--- src/rtl/wb_port_arbiter.sv ---
// wb_port_arbiter: shares one register-file write port between the pipeline and a buffered mul/div unit,
// and tracks mul/div results that are still in flight so decode can stall on RAW hazards.
module wb_port_arbiter #(
    parameter int DEPTH = 2
) (
    input  logic                       clk,
    input  logic                       rst_n,
    input  logic                       pipe_we,
    input  logic [4:0]                 pipe_addr,
    input  logic [31:0]                pipe_data,
    input  logic                       md_valid,
    input  logic [4:0]                 md_addr,
    input  logic [31:0]                md_data,
    output logic                       md_ready,
    input  logic                       md_issue,
    input  logic [4:0]                 md_issue_addr,
    input  logic [4:0]                 id_rs_addr,
    input  logic [4:0]                 id_rt_addr,
    output logic                       stall,
    output logic                       register_write,
    output logic [4:0]                 write_addr,
    output logic [31:0]                write_result,
    output logic [$clog2(DEPTH):0]     buf_count
);
    localparam int AW = $clog2(DEPTH);

    logic [4:0]    addr_mem [DEPTH];
    logic [31:0]   data_mem [DEPTH];
    logic [AW-1:0] wr_ptr_q, rd_ptr_q;
    logic [AW:0]   cnt_q, cnt_d;
    logic [31:0]   pending_q, pending_d, set_mask, clr_mask;
    logic          we_q, we_d, from_fifo_q, from_fifo_d;
    logic [4:0]    waddr_q, waddr_d;
    logic [31:0]   wdata_q, wdata_d;
    logic          pipe_v, push, pop;

    assign pipe_v   = pipe_we && (pipe_addr != 5'd0);
    assign md_ready = rst_n && (cnt_q < (AW+1)'(DEPTH));
    assign push     = md_valid && md_ready && (md_addr != 5'd0);
    assign pop      = !pipe_v && (cnt_q != '0);
    assign cnt_d    = cnt_q + (AW+1)'(push) - (AW+1)'(pop);

    always_comb begin
        we_d        = pipe_v || pop;
        from_fifo_d = !pipe_v && pop;
        waddr_d     = pipe_v ? pipe_addr : pop ? addr_mem[rd_ptr_q] : waddr_q;
        wdata_d     = pipe_v ? pipe_data : pop ? data_mem[rd_ptr_q] : wdata_q;
    end

    // A commit and a re-issue of the same register on one edge must leave the bit set.
    assign set_mask  = (md_issue && (md_issue_addr != 5'd0)) ? (32'd1 << md_issue_addr) : 32'd0;
    assign clr_mask  = (we_q && from_fifo_q) ? (32'd1 << waddr_q) : 32'd0;
    assign pending_d = (pending_q & ~clr_mask) | set_mask;

    assign stall = ((id_rs_addr != 5'd0) && pending_q[id_rs_addr]) ||
                   ((id_rt_addr != 5'd0) && pending_q[id_rt_addr]);

    assign register_write = we_q;
    assign write_addr     = waddr_q;
    assign write_result   = wdata_q;
    assign buf_count      = cnt_q;

    always_ff @(posedge clk) begin
        if (push) begin
            addr_mem[wr_ptr_q] <= md_addr;
            data_mem[wr_ptr_q] <= md_data;
        end
    end

    always_ff @(posedge clk or negedge rst_n) begin
        if (!rst_n) begin
            wr_ptr_q    <= '0;
            rd_ptr_q    <= '0;
            cnt_q       <= '0;
            pending_q   <= '0;
            we_q        <= 1'b0;
            from_fifo_q <= 1'b0;
            waddr_q     <= '0;
            wdata_q     <= '0;
        end else begin
            wr_ptr_q    <= wr_ptr_q + AW'(push);
            rd_ptr_q    <= rd_ptr_q + AW'(pop);
            cnt_q       <= cnt_d;
            pending_q   <= pending_d;
            we_q        <= we_d;
            from_fifo_q <= from_fifo_d;
            waddr_q     <= waddr_d;
            wdata_q     <= wdata_d;
        end
    end
endmodule

--- config.mk ---
export PLATFORM = sky130hd
export DESIGN_NAME = wb_port_arbiter
export DESIGN_NICKNAME = d
export VERILOG_FILES = /design/src/rtl/wb_port_arbiter.sv
export SDC_FILE = /design/constraint.sdc
export NUM_CORES = 1
export LEC_CHECK = 0
export ABC_AREA = 1
export CAP_MARGIN = 40
export CORE_ASPECT_RATIO = 1.1
export CORE_MARGIN = 2
export CORE_UTILIZATION = 26
export CTS_BUF_LIST = sky130_fd_sc_hd__clkbuf_4 sky130_fd_sc_hd__clkbuf_8 sky130_fd_sc_hd__clkbuf_16
export DETAILED_ROUTE_END_ITERATION = 16
export SLEW_MARGIN = 10
export SYNTH_ARGS = -nofsm -noshare
export SYNTH_HDL_FRONTEND = slang
export SYNTH_SLANG_ARGS = --single-unit
--- constraint.sdc ---
create_clock -name clk -period 2.3 [get_ports clk]
set_input_delay 0.46 -clock clk [delete_from_list [all_inputs] [get_ports clk]]
set_output_delay 0.46 -clock clk [all_outputs]
set_load 0.02 [all_outputs]
* Word level (Yosys, flattened, before mapping)
Memory sizes are Yosys's and may differ from the RTL's. Cells that the tools add are included.
Storage, ports and cells: input bits 94, flip-flop bits (word level) 75, memories 2, output and inout bits 42, bits in writable memories 74, logic and storage cells 54
Memory list:
- data_mem | words 2, bits a word 32, read ports 1, clocked after Yosys merged registers in 0, write ports 1, RTL line 28 | logic [31:0] data_mem [DEPTH];
- addr_mem | words 2, bits a word 5, read ports 1, clocked after Yosys merged registers in 0, write ports 1, RTL line 27 | logic [4:0] addr_mem [DEPTH];
Cells by class: shift operators 2, order comparisons 3, bitwise gates (word level) 3, reduce and logical (&&, ||, !) cells 20, multiplexer cells 12, add/subtract/negate cells 4
Operator list (number):
- $mux W32 | 4
- $shl A1 B5 Y32 const A | 2
- $and A32 B32 Y32 | 1
- $not A32 Y32 | 1
- $or A32 B32 Y32 | 1
- $reduce_bool A5 Y1 | 5
- $lt A5 B6 Y1 const B | 2
- $bmux W1 S5 | 2
- $logic_and A1 B1 Y1 | 10
- $mux W5 | 2
- $mux W1 | 4
- $reduce_bool A2 Y1 | 2
- $add A1 B1 Y1 | 2
- $add A2 B1 Y2 | 1
- $logic_or A1 B1 Y1 | 2
- $lt A2 B2 Y1 const B | 1
- $sub A2 B1 Y2 | 1
- $logic_not A1 Y1 | 1

* Depth between registers and ports, before layout
depth in word-level cells 6, mapped depth 14, depth with buffers taken out 12

* Worst setup path after synthesis
No wires, ideal clock.
path type register to register, from register cnt_q[1] (netlist: buf_count[1]), to memory addr_mem[1][0] (enable), setup time 0.398 ns, setup slack -0.124 ns, arrival 2.026 ns, stages on the path, launching flop included 5, data required time 1.902 ns, clock period less this slack 2.424 ns, buffers on the path 0, cells stage by stage dfrtp_1 nor2_1 nand3_1 inv_1 ha_1
On the way: word-level cells in the longest chain between the ends 6
RTL lines:
- start: declaration | RTL line 30 | logic [AW:0] cnt_q, cnt_d;
- start signal: assignment | RTL line 83 | cnt_q <= cnt_d;
- $lt A2 B2 Y1 | RTL line 38 | assign md_ready = rst_n && (cnt_q < (AW+1)'(DEPTH));
- $logic_and A1 B1 Y1 | RTL line 38
- net md_ready | RTL line 14 | output logic md_ready,
- $logic_and A1 B1 Y1 (2 in a row) | RTL line 39 | assign push = md_valid && md_ready && (md_addr != 5'd0);
- $mux W1 | RTL line 64 | if (push) begin
- $mux W1 (implied by the code) | RTL line 65 | addr_mem[wr_ptr_q] <= md_addr;
- end: declaration | RTL line 27
The timed path passes the listed nets, and every way through them passes these cells.

* Final worst setup path
from input id_rs_addr[0], to output stall
On the way: word-level cells in the longest chain between the ends 4, elaborated cells between the ends (all ways) 5, classes of those cells 2 x mux; 3 x reduce/logical
RTL lines:
- start: declaration | RTL line 17 | input logic [4:0] id_rs_addr,
- $bmux W1 S5 | RTL line 55 | assign stall = ((id_rs_addr != 5'd0) && pending_q[id_rs_addr]) ||
- $mux W1 (implied by the code) | RTL line 55
- $logic_and A1 B1 Y1 * | RTL line 55
- $logic_or A1 B1 Y1 * | RTL line 55
- end: declaration | RTL line 19 | output logic stall,
Mark *: on every way between the ends. The rest lies on a longest branch, timed or not. The select of a mux whose other input is x is not followed.

==> run summary <==
Run status - complete, no violations
Vias per cell - 4.49
Area Overhead vs Synth - 37.6%
CTS tree - done
Avg WL per Cell - 15.9 um
First-iteration detailed-routing DRC count - 390
Startpoint class of the critical path - input port
Top cells by area, synth - edfxtp_1 32%, dfrtp_1 27%, nand2_1 12%
Post-layout util - 36.2%
Largest net degree at the start of global routing - 42
Layout cells sized above 1 - 13.1%
Warnings from Yosys - 0
Initial antenna violation count - 2
Unrepaired setup endpoints after global routing - false
Clk slew on worst S/H paths - 0.07 ns
Vias in the first global route - 5,573
R2r startpoint - buf_count[1]
Worst Tran Pin Value - 0.628 ns
First-pass GRT wire length - 30.7 mm
Initial core utilization - 26.3%
Chip width - 159 um
Reg2reg setup slack - 0.67 ns
Fill cells - 2,651
PwrDens - 1060 nW/um^2
Max capacitance violation total - 0
Sequential share of the synthesized area - 59.7%
FF-to-FF path depth - 5
Static leakage - 3.91 nW
Clock network fraction of design power - 27.8%
Mapped Cells - 684
Post-synth cell types - 29
Post-Syn Area per Cell - 10.0 um^2
Placer Congestion - 0.867
Max_slew headroom - 58.0%
Yosys top cell by area - edfxtp_1
Highest clock rate - 461 MHz
Clk buf depth - 2
Port bufs - 135
Final nets - 942
Setup CP Type - input port to primary output
Gate power share - 33.6%
Final hold viol count - 0
Worst flop-to-flop path endpoint - data_mem[0][6]
CORE AREA - 26,100 um^2
DP Worst Slack - -0.582 ns
CP max FO - 9
Register bit total from synthesis - 149
Data required, critical path - 1.84 ns
Net Sw Frac - 35.2%
Synthesized net count - 782
H-Tree Depth - 4
Io pins - 136
Final worst slack - 0.129 ns
Root Buffer - clkbuf_16
Worst setup EP type - primary output
Total power - 10.0 mW
Mapped Area - 6870 um^2
Detail Route Antenna Nets - 0
Num rows - 62
Final setup skew - 0.0128 ns
Psw - 3.53 mW
Min cycle time layout - 2.17 ns
Clk sinks - 149
Total congestion overflow - 0
Max Transition Viols Final - 0
Hold/Removal Path Class - input port to asynchronous set/reset pin
Fin crit share - 94.4%
Arr. time, crit path - 1.71 ns
Final Setup Violations - 0
Number of buffers created by CTS - 17
Internal - 6.50 mW
Flop pwr share - 38.5%
Post-synth top area share - 32.4%
Die Ht - 174 um
Gr usage total - 14.1%
Vias - 5,435
Drt first pass iters - 5
WL final - 19.3 mm
DRC Markers - 0
Die area - 27,700 um^2
Peak VDD IR - 0.532 mV
Hold WS - 0.102 ns
Worst skew pair latency - 0.43 ns
Post-DP HPWL - 13.8 mm
==> cell usage after synthesis (all sizes together) <==
master  instances
dfrtp          75
a31oi           2
xor2            1
edfxtp         74
clkinv          3
nand4          10
xnor2           2
clkbuf          8
o31ai           1
mux2i          28
inv            62
o21ai          62
nand2         218
nor3           11
buf            19
or2             3
o211ai         36
nor2           17
ha              4
nand3          48
==> metal layers <==
layer / part of all wire [%] / global-route usage [%] / up-vias
met5: 0.083 / 0 / -
met4: 1.1 / 4.24 / 2
met3: 9.3 / 4.80 / 18
met2: 47 / 23.3 / 197
met1: 42 / 17.6 / 2582
li1: - / - / 2636
==> cell families (layout without fill, tap and decap cells) <==
family | count (synthesis) | count (layout) | share of synthesized area [%]
DFF | 149 | 149 | 59.7
and+or+nand+nor | 307 | 307 | 18.7
xor gates and xnor gates | 3 | 3 | 0.383
buffers and inverters | 92 | 265 | 6.14
adders and majority gates | 4 | 4 | 0.729
muxes | 28 | 28 | 4.08
other | 0 | 1 | 0
AOI/OAI and AO/OA | 101 | 101 | 10.3
==> power by group through the flow <==
stage,combinational [mW],sequential (mW),clock [mW]
CTS,3.41,3.86,2.87
global placement,3.37,3.89,0
finish,3.38,3.86,2.79
floorplan,1.72,4.10,0
detailed placement,3.40,3.90,0
global route,3.72,3.94,2.97
==> per-stage QoR <==
stage | std cells | area (um^2) | setup TNS [ns]
after floorplan | 684 | 6870 | -9.16
after global placement | 1172 | 8780 | -0.607
after detailed placement | 1173 | 8800 | -0.582
after CTS | 1207 | 9410 | 0
after global routing | 1209 | 9450 | 0
final | 1210 | 9450 | 0
==> final cells by class <==
class / instances / area, um^2 / share of cell area (%)
sequential: 149 / 4100 / 43.4
multi-input combinational: 443 / 2360 / 25.0
timing repair buffer: 168 / 1680 / 17.8
tap: 352 / 440 / 4.66
clock buffer: 17 / 425 / 4.50
inverter: 65 / 262 / 2.77
clock inverter: 15 / 169 / 1.79
antenna: 1 / 2.50 / 0.0265
==> critical path, cell delays in order <==
cell	delay (ns)
clkbuf_2	0.16
clkinv_4	0.12
clkbuf_4	0.20
nand2_1	0.08
nand3_1	0.06
nand2_1	0.10
nand2_1	0.06
nand2_1	0.06
inv_1	0.03
nand2_1	0.05
nand2_1	0.04
nand2_1	0.06
inv_1	0.04
nand2_1	0.05
buf_4	0.13
==> how the worst max path moves through the flow <==
stage	start	endpoint	slack (ns)	depth (start not counted)
6_report	id_rs_addr[0]	stall	0.13	15
5_1_grt	id_rs_addr[0]	stall	0.0007	13
4_1_cts	id_rs_addr[2]	stall	0.02	12
3_5_place_dp	id_rs_addr[0]	stall	-0.58	14
3_3_place_gp	id_rs_addr[0]	stall	-0.61	12
2_1_floorplan	buf_count[1]	addr_mem[1][0]	-0.12	4
==> placed cells by master (no fill, tap or decap), types with 3 or more instances in the layout <==
master             n
nand2_1          215
clkdlybuf4s50_1  127
edfxtp_1          74
dfrtp_1           74
o21ai_0           61
inv_1             53
nand3_1           47
mux2i_1           28
buf_4             23
o211ai_2          21
clkbuf_16         17
o211ai_1          15
nor2_1            12
nor3_1            11
nand4_1           10
buf_12             7
inv_2              5
inv_6              5
clkinv_1           4
nor2_2             4
clkinv_4           4
nand2_2            3
inv_8              3
or2_2              3
==> sequential cells by signal, summed over array words and instances, names as in the netlist <==
register        count
rd_ptr_q            1
buf_count           2
addr_mem           10
write_addr          5
wr_ptr_q            1
register_write      1
from_fifo_q         1
data_mem           64
pending_q          32
write_result       32
==> repair_timing <==
item | CTS | global route
gates cloned | 2 | 0
resized for setup | 15 | 13
hold buffers | 0 | 0
pin swaps | 0 | 0
endpoints found under the setup margin | 1 | 1
setup buffers | 0 | 2
Power figures use the tool's default switching activity.
